<file path="config.mk">
export PLATFORM = sky130hd
export DESIGN_NAME = alu_issue_ctrl
export DESIGN_NICKNAME = d
export VERILOG_FILES = /design/src/rtl/alu_pkg.sv /design/src/rtl/alu_decode.sv /design/src/rtl/alu_issue_ctrl.sv
export SDC_FILE = /design/constraint.sdc
export NUM_CORES = 1
export LEC_CHECK = 0
export CELL_PAD_IN_SITES_DETAIL_PLACEMENT = 1
export CELL_PAD_IN_SITES_GLOBAL_PLACEMENT = 1
export CORE_UTILIZATION = 27
export DETAILED_ROUTE_END_ITERATION = 10
export GPL_TIMING_DRIVEN = 0
export PLACE_DENSITY = 0.78
export RECOVER_POWER = 25
export SLEW_MARGIN = 0
export SYNTH_ARGS = -nofsm -noshare
export SYNTH_HDL_FRONTEND = slang
export SYNTH_SLANG_ARGS = --single-unit
</file>
<file path="constraint.sdc">
create_clock -name clk -period 2.1 [get_ports clk]
set_input_delay 0.42 -clock clk [delete_from_list [all_inputs] [get_ports clk]]
set_output_delay 0.42 -clock clk [all_outputs]
set_load 0.05 [all_outputs]
</file>
<file path="src/rtl/alu_pkg.sv">
// ---------------------------------------------------------------------------
// alu_pkg
// Shared encodings for the ALU, its issue controller and pipeline code:
//   - alu_ctrl_e    : 3-bit control word understood by the combinational ALU
//   - alu_op_e      : 2-bit instruction class produced by the main decoder
//   - issue_state_e : states of the alu_issue_ctrl handshake FSM
//   - F3_*          : funct3 values recognised for R-type / I-type ops
// ---------------------------------------------------------------------------
package alu_pkg;

    typedef enum logic [2:0] {
        ALU_ADD = 3'b000,
        ALU_SUB = 3'b001,
        ALU_AND = 3'b010,
        ALU_OR  = 3'b011,
        ALU_SLT = 3'b101
    } alu_ctrl_e;

    typedef enum logic [1:0] {
        ALU_OP_LDST   = 2'b00,
        ALU_OP_BRANCH = 2'b01,
        ALU_OP_RTYPE  = 2'b10,
        ALU_OP_ITYPE  = 2'b11
    } alu_op_e;

    typedef enum logic [1:0] {
        ST_IDLE = 2'b00,
        ST_EXEC = 2'b01,
        ST_DONE = 2'b10
    } issue_state_e;

    localparam logic [2:0] F3_ADD_SUB = 3'b000;
    localparam logic [2:0] F3_SLT     = 3'b010;
    localparam logic [2:0] F3_OR      = 3'b110;
    localparam logic [2:0] F3_AND     = 3'b111;

endpackage

</file>
<file path="src/rtl/alu_decode.sv">
// ---------------------------------------------------------------------------
// alu_decode
// Purely combinational translation of instruction class and function fields
// into the ALU control word.
// Ports:
//   alu_op      in  [1:0] instruction class (load/store, branch, R, I)
//   funct3      in  [2:0] instruction funct3 field
//   funct7_5    in        bit 5 of funct7 (selects SUB for R-type 000)
//   alu_control out [2:0] ALU control word (ADD whenever illegal)
//   illegal     out       funct3 not supported for R/I-type
// ---------------------------------------------------------------------------
module alu_decode
    import alu_pkg::*;
(
    input  logic [1:0] alu_op,
    input  logic [2:0] funct3,
    input  logic       funct7_5,
    output logic [2:0] alu_control,
    output logic       illegal
);

    // Load/store always adds (address calc), branches always subtract
    // (compare via zero flag). R-type and I-type share the funct3 table;
    // only R-type honours funct7_5 to pick SUB, since I-type has no SUBI.
    always_comb begin
        alu_control = ALU_ADD;
        illegal     = 1'b0;
        case (alu_op)
            ALU_OP_LDST:   alu_control = ALU_ADD;
            ALU_OP_BRANCH: alu_control = ALU_SUB;
            default: begin
                case (funct3)
                    F3_ADD_SUB: alu_control = (alu_op == ALU_OP_RTYPE && funct7_5)
                                              ? ALU_SUB : ALU_ADD;
                    F3_AND:     alu_control = ALU_AND;
                    F3_OR:      alu_control = ALU_OR;
                    F3_SLT:     alu_control = ALU_SLT;
                    default: begin
                        alu_control = ALU_ADD;
                        illegal     = 1'b1;
                    end
                endcase
            end
        endcase
    end

endmodule

</file>
<file path="src/rtl/alu_issue_ctrl.sv">
// ---------------------------------------------------------------------------
// alu_issue_ctrl
// Issues one request at a time to an external combinational ALU and returns
// the captured result through a valid/ready handshake.
// FSM: IDLE (accept) -> EXEC (ALU evaluates, result captured) -> DONE (hold
// result until out_ready).
// Ports:
//   clk, rst                       clock, synchronous active-high reset
//   in_valid / in_ready            request handshake
//   alu_op, funct3, funct7_5       instruction class and function fields
//   opnd_a, opnd_b                 32-bit operands (immediate already muxed)
//   alu_inp1, alu_inp2, alu_control registered drive to the ALU
//   alu_out, alu_zero              ALU response
//   out_valid / out_ready          result handshake
//   out_result, out_zero, out_illegal result payload
// Configuration macro ALU_ISSUE_OVERLAP_EN: when defined, a new request may be
// accepted in DONE in the same cycle the result is taken, so the FSM goes
// straight back to EXEC (one result per 2 cycles instead of 3).
// ---------------------------------------------------------------------------
module alu_issue_ctrl
    import alu_pkg::*;
(
    input  logic        clk,
    input  logic        rst,
    input  logic        in_valid,
    output logic        in_ready,
    input  logic [1:0]  alu_op,
    input  logic [2:0]  funct3,
    input  logic        funct7_5,
    input  logic [31:0] opnd_a,
    input  logic [31:0] opnd_b,
    output logic [31:0] alu_inp1,
    output logic [31:0] alu_inp2,
    output logic [2:0]  alu_control,
    input  logic [31:0] alu_out,
    input  logic        alu_zero,
    output logic        out_valid,
    input  logic        out_ready,
    output logic [31:0] out_result,
    output logic        out_zero,
    output logic        out_illegal
);

    issue_state_e state;
    logic         illegal_q;
    logic [2:0]   dec_control;
    logic         dec_illegal;
    logic         accept;

    alu_decode u_decode (
        .alu_op      (alu_op),
        .funct3      (funct3),
        .funct7_5    (funct7_5),
        .alu_control (dec_control),
        .illegal     (dec_illegal)
    );

`ifdef ALU_ISSUE_OVERLAP_EN
    assign in_ready = (state == ST_IDLE) || ((state == ST_DONE) && out_ready);
`else
    assign in_ready = (state == ST_IDLE);
`endif

    assign out_valid = (state == ST_DONE);
    assign accept    = in_valid && in_ready;

    // ALU drive registers only change on acceptance, so the ALU inputs are
    // stable through EXEC and simply hold their last value elsewhere.
    // An illegal op is issued as ADD 0+0 and its result is overridden on
    // capture, because the ALU would otherwise report zero=1.
    always_ff @(posedge clk) begin
        if (rst) begin
            state       <= ST_IDLE;
            illegal_q   <= 1'b0;
            alu_inp1    <= '0;
            alu_inp2    <= '0;
            alu_control <= ALU_ADD;
            out_result  <= '0;
            out_zero    <= 1'b0;
            out_illegal <= 1'b0;
        end else begin
            if (accept) begin
                alu_inp1    <= dec_illegal ? 32'd0 : opnd_a;
                alu_inp2    <= dec_illegal ? 32'd0 : opnd_b;
                alu_control <= dec_control;
                illegal_q   <= dec_illegal;
            end
            case (state)
                ST_IDLE: begin
                    if (accept) begin
                        state <= ST_EXEC;
                    end
                end
                ST_EXEC: begin
                    out_result  <= illegal_q ? 32'd0 : alu_out;
                    out_zero    <= illegal_q ? 1'b0 : alu_zero;
                    out_illegal <= illegal_q;
                    state       <= ST_DONE;
                end
                ST_DONE: begin
                    // accept can only be high here in the overlap build
                    if (out_ready) begin
                        state <= accept ? ST_EXEC : ST_IDLE;
                    end
                end
                default: state <= ST_IDLE;
            endcase
        end
    end

endmodule

</file>
# Word level (Yosys, flattened, before mapping)
# Index checks and enable logic that the tools add are counted.
dict set report totals {
  reg_bits 104
  in_bits 107
  out_inout_bits 103
  word_cells 38
}
dict set report op_classes {
  eq_ne 9
  muxes 13
  reduce_logical 8
}
# op n
set op_table {}
lappend op_table {{2-to-1 mux 32 bit} 3}
lappend op_table {{case mux 3 bit (4 select lines)} 1}
lappend op_table {{== test 3 bit, second input constant} 2}
lappend op_table {{case mux 2 bit (3 select lines)} 1}
lappend op_table {{case mux 3 bit (2 select lines)} 1}
lappend op_table {{2-to-1 mux 1 bit} 5}
lappend op_table {{== test 2 x 1 -> 1 bit, second input constant} 2}
lappend op_table {{== test 2 bit, second input constant} 2}
lappend op_table {{zero test 2 bit} 2}
lappend op_table {{2-to-1 mux 2 bit} 2}
lappend op_table {{!= test 2 x 1 -> 1 bit, second input constant} 2}
lappend op_table {{OR reduction 4 bit} 1}
lappend op_table {{== test 3 x 2 -> 1 bit, second input constant} 1}
lappend op_table {{zero test 3 bit} 1}
lappend op_table {{logical AND 1 bit} 2}
lappend op_table {{AND reduction 2 bit} 1}
lappend op_table {{OR reduction 2 bit} 1}

# Logic depth before layout (Yosys ltp)
dict set report depth {
  ltp_word 5
  mapped_depth 5
  depth_no_buf 3
}

# Cells and area by module
# Synthesis repeated with hierarchy kept, for this count alone.
dict set report hier_totals {
  cells_unflattened 474
  area_unflattened_um2 4045.1
}
# module instances cells_each area_each_um2 seq_area_each_um2
set by_module_without_submodules {}
lappend by_module_without_submodules {alu_issue_ctrl 1 464 3993.8 2082.0}
lappend by_module_without_submodules {alu_decode 1 10 51.3 0.0}

# Least setup slack after synthesis
# Ideal clock, no wire load.
dict set report synth_timing {
  path_type {in2reg}
  start {in in_valid}
  end {reg alu_inp1[0]}
  setup_time_ns 0.059
  arrival_time_ns 1.595
  required_ns 2.041
  path_slack_ns 0.446
  path_stages 5
  n_path_buf 2
  path_cell_list {or3b_1 > buf_2 > a211oi_4 > buf_6 > a22o_2}
}
dict set report synth_via {
  elab_chain_len 1
}
# item line_no
set synth_lines {}
lappend synth_lines {{start, declared} alu_issue_ctrl.sv:25} ;# input logic in_valid,
lappend synth_lines {{logical AND 1 bit} alu_issue_ctrl.sv:65} ;# assign accept = in_valid && in_ready;
lappend synth_lines {{end signal, assigned} alu_issue_ctrl.sv:83} ;# alu_inp1 <= dec_illegal ? 32'd0 : opnd_a;
lappend synth_lines {{end, declared} alu_issue_ctrl.sv:32} ;# output logic [31:0] alu_inp1,
# No other way between the ends.
# A chain may end at the register's enable or synchronous reset.

# Worst setup path in the final report
dict set report layout_timing {
  start {in in_valid}
  end {reg alu_inp1[9]}
}
# Same word-level chain as after synthesis.

==> impl_metrics.csv <==
group,metric,value,unit
timing,timing.final.hold_violations,0,
worst_setup_path,crit_path_start_kind,"input pin",
floorplan,dieHeight,117.4,um
timing,setup_slack,0.1144,ns
min_path,whs_endpoint,"out_result[22]",
worst_setup_path,timing.reg2reg.worst_path_depth,6,
worst_setup_path,cp_num_cells,7,
floorplan,die_w,117.4,um
power,power_density,818.4,nW/um^2
worst_setup_path,arrival,2.27,ns
worst_setup_path,worst_path_dominant_cell_family,"buffers and inverters",
global_route,grt_pass1_wl,19000,um
drt,detail_route.wirelength,11990,um
global_route,grt_usage,17.42,%
floorplan,floorplan.die_area,13780,um^2
drt,postRouteAntennaNets,0,
synthesis,postSynthNetCount,433,
min_path,hold_start,"out_result[22]",
worst_setup_path,regToRegStartpoint,"state[1]",
timing,timing_max_transition_violations_final,0,
drt,dr_vias_cell,4.698,
layout,layout-area-overhead-vs-synth,73.94,%
power,irDropWorstVdd,438.5,uV
global_route,globalRouteOverflowTotal,0,
worst_setup_path,ff2ff_setup_slack,0.28,ns
worst_setup_path,r2r_end,"alu_inp1[9]",
timing,final_period_minus_worst_setup_slack,1.986,ns
timing,worst_max_slew_margin_expressed_relative_to_the_limit,57.00,%
min_path,worst_hold_path_type,"flip-flop to flip-flop",
synthesis,yosysUniqueCellTypes,24,
job,drv_cap,0,
worst_setup_path,cpPeakStageDelay,0.47,ns
timing,period_share,94.55,%
floorplan,design.core.area,12820,um^2
timing,grt_setup_unrepaired,"false",
floorplan,boundaryPins,210,
clocking,cts_made_buffers,9,
place,numPortBuffers,209,
status,outcome,"completed",
drt,initialDrtViolationCount,97,
global_route,grt_pass1_vias,3613,
worst_setup_path,timing.critical_path.buf_inv,4,
global_route,maximum_number_of_pins_on_one_net_before_global_route_repair,16,
layout,share_of_cells_above_drive_strength_1,15.61,%
worst_setup_path,endpoint_kind,"flip-flop",
worst_setup_path,maximum_fanout_along_the_worst_path,10,
floorplan,start_util,28.04,%
clocking,clk_root_buffer_cell,"sky130_fd_sc_hd__clkbuf_16",
clocking,insertion_delay,0.34,ns
clocking,clockBufferDepth,2,
synthesis,cell_count_after_synthesis,326,
timing,timing.final.setup_violations,0,
layout,final_cell_mix,"sky130_fd_sc_hd__clkdlybuf4s50_1 (205), sky130_fd_sc_hd__dfxtp_1 (104), sky130_fd_sc_hd__a22o_2 (60)",
layout,num-nets-final,654,
global_route,grt_antenna_before_repair,0,
drt,routed-via-count,3397,
drt,drt_pre_antenna_iters,4,
layout,design_area,6255,um^2
timing,timing_worst_slew_pin_value,0.6478,ns
drt,remaining_design_rule_violation_count,0,
synthesis,ys_seq_area_share,57.90,%
clocking,tritoncts,"done",
clocking,clock_tree.htree_level_count,3,
timing,clock_skew,0.004042,ns
place,area_of_placed_instances,5903,um^2
clocking,tritoncts_num_sinks,104,
timing,achievable-frequency,0.5036,GHz
place,detailed_place_hpwl,9144,um
synthesis,yosysWarningCount,0,
worst_setup_path,path_cells,"clkdlybuf4s50_1, or3b_1, clkbuf_1, a211oi_4, buf_12, clkbuf_2, a22o_2",
place,setup_slack_at_placement,-0.4616,ns
place,gp_routability_congestion,0.7498,
synthesis,netlist_area,3596,um^2
floorplan,rows,41,
worst_setup_path,critical-path-slowest-cell,"sky130_fd_sc_hd__clkdlybuf4s50_1",
worst_setup_path,critPathKind,"input pin to flip-flop",
drt,routedWlPerCell,16.58,um
synthesis,syn-mean-instance-area,11.03,um^2
layout,antenna-diode-count,0,
worst_setup_path,worst-endpoint-required,2.38,ns
layout,layout.cells.most_common,"sky130_fd_sc_hd__clkdlybuf4s50_1",
layout,finalCoreUtilization,48.77,%
clocking,clk_pin_slew,0.07,ns
synthesis,synth_seq_cells,104,
min_path,hold_path_depth,2,
power,static-leakage-power,2.285,nW
## cells by family (layout without fill, tap and decap cells)
| family | Yosys count | in the layout | share of synthesized area [%] |
|---|---|---|---|
| compound gates | 106 | 106 | 24.25 |
| buf+inv | 29 | 254 | 4.314 |
| flops | 104 | 104 | 57.90 |
| simple gates | 87 | 87 | 13.54 |
## metal layers
metal | wire length, um | vias to the layer above | share of wire (%) | track usage, %
met5 | 0 | - | 0 | 0
met4 | 260 | 0 | 2.2 | 7.062
met3 | 1032 | 18 | 8.6 | 6.031
met2 | 5976 | 150 | 50 | 30.58
met1 | 4719 | 1612 | 39 | 19.03
li1 | - | 1617 | - | -
## area by class of cell
cell class	count	area, um^2
clock buffer	13	280.3
timing repair buffer	210	2105
buffer	29	148.9
fill	1418	6570
multi-input combinational	193	1364
tap	172	215.2
clock inverter	2	60.06
sequential	104	2082
## through the flow
stage | power (mW) | instances | setup TNS [ns] | hold WS, ns
2_1_floorplan | 2.794 | 326 | 0 | 0.5039
3_3_place_gp | 3.274 | 707 | -23.56 | 0.4365
3_5_place_dp | 3.300 | 707 | -27.39 | 0.4449
4_1_cts | 5.195 | 722 | -0.008262 | 0.4542
5_1_grt | 5.331 | 723 | 0 | 0.4728
6_report | 5.119 | 723 | 0 | 0.4496
## power by group
part           total, mW  internal (mW)  switching (mW)
combinational       1.10          0.474           0.629
clock               1.87           1.17           0.700
sequential          2.15           2.08          0.0636
total               5.12           3.73            1.39
## registers in the layout (all words and copies together) (netlist names)
name / flops
out_zero: 1
out_result: 32
alu_inp2: 32
state: 2
alu_control: 3
illegal_q: 1
alu_inp1: 32
out_illegal: 1
## synthesized netlist by cell type
library cell               number  area, um^2
sky130_fd_sc_hd__nor2_1         4       15.01
sky130_fd_sc_hd__a211oi_4       1       20.02
sky130_fd_sc_hd__nand3b_1      33       247.7
sky130_fd_sc_hd__dfxtp_1      104        2082
sky130_fd_sc_hd__nand2_1       38       142.6
sky130_fd_sc_hd__a32o_1         1       10.01
sky130_fd_sc_hd__buf_6          6       67.56
sky130_fd_sc_hd__o21ai_0        1       5.000
sky130_fd_sc_hd__or2_2          1       6.260
sky130_fd_sc_hd__a21oi_1       37       185.2
sky130_fd_sc_hd__a311oi_1       1       8.760
sky130_fd_sc_hd__nor3b_1        2       15.01
sky130_fd_sc_hd__nand2b_1       3       18.77
sky130_fd_sc_hd__nand4_1        1       6.260
sky130_fd_sc_hd__nor2b_1        2       12.51
sky130_fd_sc_hd__and2b_1        1       7.510
sky130_fd_sc_hd__a22o_2        60       600.6
sky130_fd_sc_hd__buf_1          1       3.750
sky130_fd_sc_hd__a22o_1         4       35.03
sky130_fd_sc_hd__a21boi_0       1       7.510
sky130_fd_sc_hd__clkbuf_1      21       78.83
sky130_fd_sc_hd__or3_1          1       6.260
sky130_fd_sc_hd__buf_2          1       5.000
sky130_fd_sc_hd__or3b_1         1       8.760
## worst min-delay path, delay by kind of cell (launching register included)
family / cells / cell delay (ns)
AOI/OAI and AO/OA: 1 / 0.05
DFF: 1 / 0.31
and+or+nand+nor: 1 / 0.05
## how the worst max path moves through the flow
stage | from | endpoint
floorplan | in_valid | alu_inp1[0]
global placement | in_valid | alu_inp2[4]
detailed placement | in_valid | alu_inp2[20]
CTS | in_valid | alu_inp2[20]
global route | in_valid | alu_inp1[10]
finish | in_valid | alu_inp1[9]
## what timing repair did
item,CTS,global route
pin swaps,0,1
gates resized for setup,2,3
hold buffers,0,0
setup buffers,0,1
endpoints found under the setup margin,51,61
(Power assumes the default switching activity.)
